--- src/rtl/clkdiv_prog.sv ---
// clkdiv_prog: programmable glitch-free clock divider producing a
// divided square wave, a period-start strobe and the running phase.
// Ports: clkin, rst_n (async, low), en, div[WIDTH], [sync], clkout,
//        tick, phase[WIDTH].
// Optional: define CLKDIV_SYNC_EN to add the sync phase-align input.
module clkdiv_prog #(
  parameter int WIDTH = 6
) (
  input  logic             clkin,
  input  logic             rst_n,
  input  logic             en,
  input  logic [WIDTH-1:0] div,
`ifdef CLKDIV_SYNC_EN
  input  logic             sync,
`endif
  output logic             clkout,
  output logic             tick,
  output logic [WIDTH-1:0] phase
);

  logic [WIDTH-1:0] div_act;
  logic [WIDTH-1:0] nact;
  logic [WIDTH-1:0] half;
  logic [WIDTH-1:0] nxt;
  logic             stopped;
  logic             last;
  logic             start;
  logic             load;

  // A divisor of 1 cannot make a square wave, so it runs as /2.
  assign nact    = (div_act == WIDTH'(1)) ? WIDTH'(2) : div_act;
  assign half    = nact >> 1;
  assign nxt     = phase + WIDTH'(1);
  assign stopped = (div_act == '0);
  assign last    = (phase == nact - WIDTH'(1));
  assign start   = (div != '0);

`ifdef CLKDIV_SYNC_EN
  assign load = stopped | last | sync;
`else
  assign load = stopped | last;
`endif

  // The shadowed divisor is only taken on a load (period boundary),
  // so a new div can never shorten the period in flight.
  always_ff @(posedge clkin or negedge rst_n) begin
    if (!rst_n) begin
      div_act <= '0;
      phase   <= '0;
      clkout  <= 1'b0;
      tick    <= 1'b0;
    end else if (!en) begin
      tick <= 1'b0;
    end else if (load) begin
      div_act <= div;
      phase   <= '0;
      clkout  <= start;
      tick    <= start;
    end else begin
      phase  <= nxt;
      clkout <= (nxt < half);
      tick   <= 1'b0;
    end
  end

endmodule

--- config.mk ---
export PLATFORM = sky130hd
export DESIGN_NAME = clkdiv_prog
export DESIGN_NICKNAME = d
export VERILOG_FILES = /design/src/rtl/clkdiv_prog.sv
export SDC_FILE = /design/constraint.sdc
export NUM_CORES = 1
export LEC_CHECK = 0
export CAP_MARGIN = 0
export CORE_MARGIN = 2
export CORE_UTILIZATION = 52
export CTS_CLUSTER_SIZE = 28
export DETAILED_ROUTE_END_ITERATION = 7
export PLACE_DENSITY = 0.78
export RECOVER_POWER = 50
export SLEW_MARGIN = 30
export SYNTH_ARGS = -nofsm -noshare
export SYNTH_HDL_FRONTEND = slang
export SYNTH_SLANG_ARGS = --single-unit
export TNS_END_PERCENT = 10
--- constraint.sdc ---
create_clock -name clkin -period 3.6 [get_ports clkin]
set_input_delay 0.36 -clock clkin [delete_from_list [all_inputs] [get_ports clkin]]
set_output_delay 0.36 -clock clkin [all_outputs]
set_load 0.005 [all_outputs]
==> out/qor.yml <==
floorplan:
  die-area_um2: 2320
  initial_core_util_pct: 56.9
  die_y_um: 48.2
  num_rows: 15
  core_area_um2: 1780
  io_pins: 17
  die_w_um: 48.2
logic_synthesis:
  syn_nets: 125
  yosysWarnings: 0
  syn-instance-count: 110
  syn_avg_cell_area_um2: 9.22
  yosysUniqueCellTypes: 33
  synth-seq-area-share_pct: 34.5
  ys_seq_elements: 14
  synth_area_um2: 1010
flow_run:
  max-cap-violations: 0
final_layout:
  nets: 143
  drive_above_1_share_pct: 11.0
  multi_input_area_um2: 614
  finalNonFillerCells: 152
  regArea_um2: 350
  antennaDiodeCount: 0
  n_fill_cell: 155
  fin_util_pct: 69.0
  design_area_um2: 1230
  area_growth_pct: 21.2
drt:
  wl_per_cell_um: 14.2
  drc: 0
  routed_wl_um: 2160
  ant_nets: 0
  dr.first_iter.drc_count: 19
  viasPerCell: 5.55
  vias: 843
  drtPass1Iterations: 4
clock_tree:
  cts.clk_slew.worst_paths_ns: 0.09
  cts_resized: 0
  cts.sinks: 14
  worstSkewPairLatency_ns: 0.28
  htree_levels: 1
  cts_setup_buffers: 0
  clock_path_buffers: 2
  ctsHoldBuffers: 0
  numCtsBuffers: 3
  clock-root-buffer: "clkbuf_4"
  cts_tree: "done"
sta:
  final_max_slew_viol_count: 0
  tightest_slew_ns: 0.639
  setup_ws_ns: 0.791
  post-route-period-util_pct: 78.0
  tns_ns: 0
  setup_viol: 0
  holdWs_ns: 0.527
  worst_clock_skew_ns: 0.00197
  rsz0062_at_grt: "false"
  fin_crit_ns: 2.81
  max_freq_mhz: 356
  finalHoldViolCount: 0
  maxSlewHeadroom_pct: 57.3
power:
  peakVddDrop_v: 0.000460
  p_per_area_nw_per_um2: 967
  p_leak_nw: 0.556
  power.total_mw: 1.19
worst_setup_path:
  critPathKind: "flop to flop"
  crit_arrival_ns: 2.99
  required_ns: 3.78
  crit_fanout: 7
  rr_worst_depth: 9
  cp-end-kind: "flop"
  startpoint_type: "flop"
min_path:
  hp-class: "input port to asynchronous set/reset pin"
placement:
  dpl.cell_count: 148
  numPortBuffers: 16
  gp_congestion: 0.799
  placedInstanceArea_um2: 1190
  place_hpwl_um: 1680
  pre_cts_slack_ns: 0.832
global_routing:
  overflow: 0
  groute.usage.overall_pct: 22.8
  grt_max_degree: 15
  grt_pass1_vias: 779
  antenna_found_initial: 0
  grt_pass1_wl_um: 3540
outcome:
  status: "finished, final reports clean"
## cell usage in the layout, fill, tap and decap left out, drive strengths merged
master,Yosys,routed
a221o,1,1
o31a,1,1
mux2,5,5
dlygate4sd3,0,5
o2bb2ai,1,1
o22ai,3,3
nand2,14,14
or4,1,1
and3,1,1
o211a,2,2
clkdlybuf4s50,0,11
o21ai,3,3
nand4,1,1
inv,10,10
or3,1,1
clkbuf,2,4
nor4,2,2
a31oi,2,2
xor2,5,5
nor2,5,5
a31o,1,1
nor3,3,3
dfrtp,14,14
xnor2,8,8
nand3,6,6
a21o,2,2
ha,6,6
o31ai,2,2
nor3b,1,1
a21oi,6,6
## Yosys cell counts
cell type / count / area (um^2)
a21oi_1: 6 / 30.0
nand4_1: 1 / 6.26
a221o_1: 1 / 10.0
o31a_1: 1 / 8.76
nand3_1: 6 / 30.0
ha_1: 6 / 75.1
xnor2_1: 8 / 70.1
dfrtp_1: 14 / 350
or4_1: 1 / 7.51
nor4_1: 2 / 12.5
nand2_4: 1 / 11.3
xor2_1: 5 / 43.8
and3_1: 1 / 6.26
o2bb2ai_1: 1 / 8.76
or3_1: 1 / 6.26
o21ai_2: 1 / 8.76
a21o_1: 2 / 15.0
inv_1: 10 / 37.5
a31oi_1: 2 / 12.5
o211a_2: 1 / 10.0
mux2_4: 5 / 75.1
o211a_1: 1 / 10.0
nor2_1: 5 / 18.8
o31ai_1: 1 / 7.51
buf_2: 1 / 5.00
clkbuf_1: 2 / 7.51
nor3b_1: 1 / 7.51
nor3_1: 3 / 15.0
a31o_2: 1 / 8.76
o21ai_0: 2 / 10.0
o31ai_4: 1 / 21.3
o22ai_1: 3 / 18.8
nand2_1: 13 / 48.8
## worst max-delay path, stage by stage (launching register included)
cell,delay (ns)
dfrtp_1,0.48
or4_1,0.56
o21ai_2,0.17
ha_1,0.20
nor3b_1,0.27
xnor2_1,0.16
nand2_1,0.13
nor3_1,0.39
nand4_1,0.14
and3_1,0.21
## final cells by class
cell class / count / share of cell area (%)
timing repair buffer: 16 / 13.0
multi-input combinational: 83 / 49.9
tap: 25 / 2.54
inverter: 10 / 3.05
sequential: 14 / 28.5
clock buffer: 4 / 2.95
## metal layers
metal	wire length, um	global-route usage, %	vias up	share of wire (%)
li1	-	-	426	-
met1	1050	31.8	396	49
met2	994	32.4	17	46
met3	67	4.07	4	3.1
met4	46	14.1	0	2.1
met5	0	0	-	0
## power by group
part / internal [mW] / switching [mW] / total, mW
clock: 0.0616 / 0.0541 / 0.116
combinational: 0.371 / 0.362 / 0.734
sequential: 0.228 / 0.111 / 0.339
## cell families after synthesis
logic type | synth area share [%]
multiplexers | 7.40
adder cells (fa/ha/maj) | 7.40
XOR/XNOR | 11.2
buffers and inverters | 4.93
AND/OR/NAND/NOR | 16.8
flip-flops | 34.5
AO/OA/AOI/OAI | 17.8
## registers in the layout (all words and copies together), names as in the netlist
name,flops
clkout,1
div_act,6
phase,6
tick,1
## worst paths after layout
path                            start          to  slack [ns]
setup / recovery           div_act[3]  div_act[5]        0.79
hold / removal                  rst_n        tick        0.53
setup reg to reg           div_act[3]  div_act[5]        0.79
hold reg to reg              phase[0]    phase[0]        0.58
max in group asynchronous       rst_n    phase[3]        2.66
min in group clkin           phase[0]    phase[0]        0.58
Note: power is estimated with default switching activity, not from simulation.
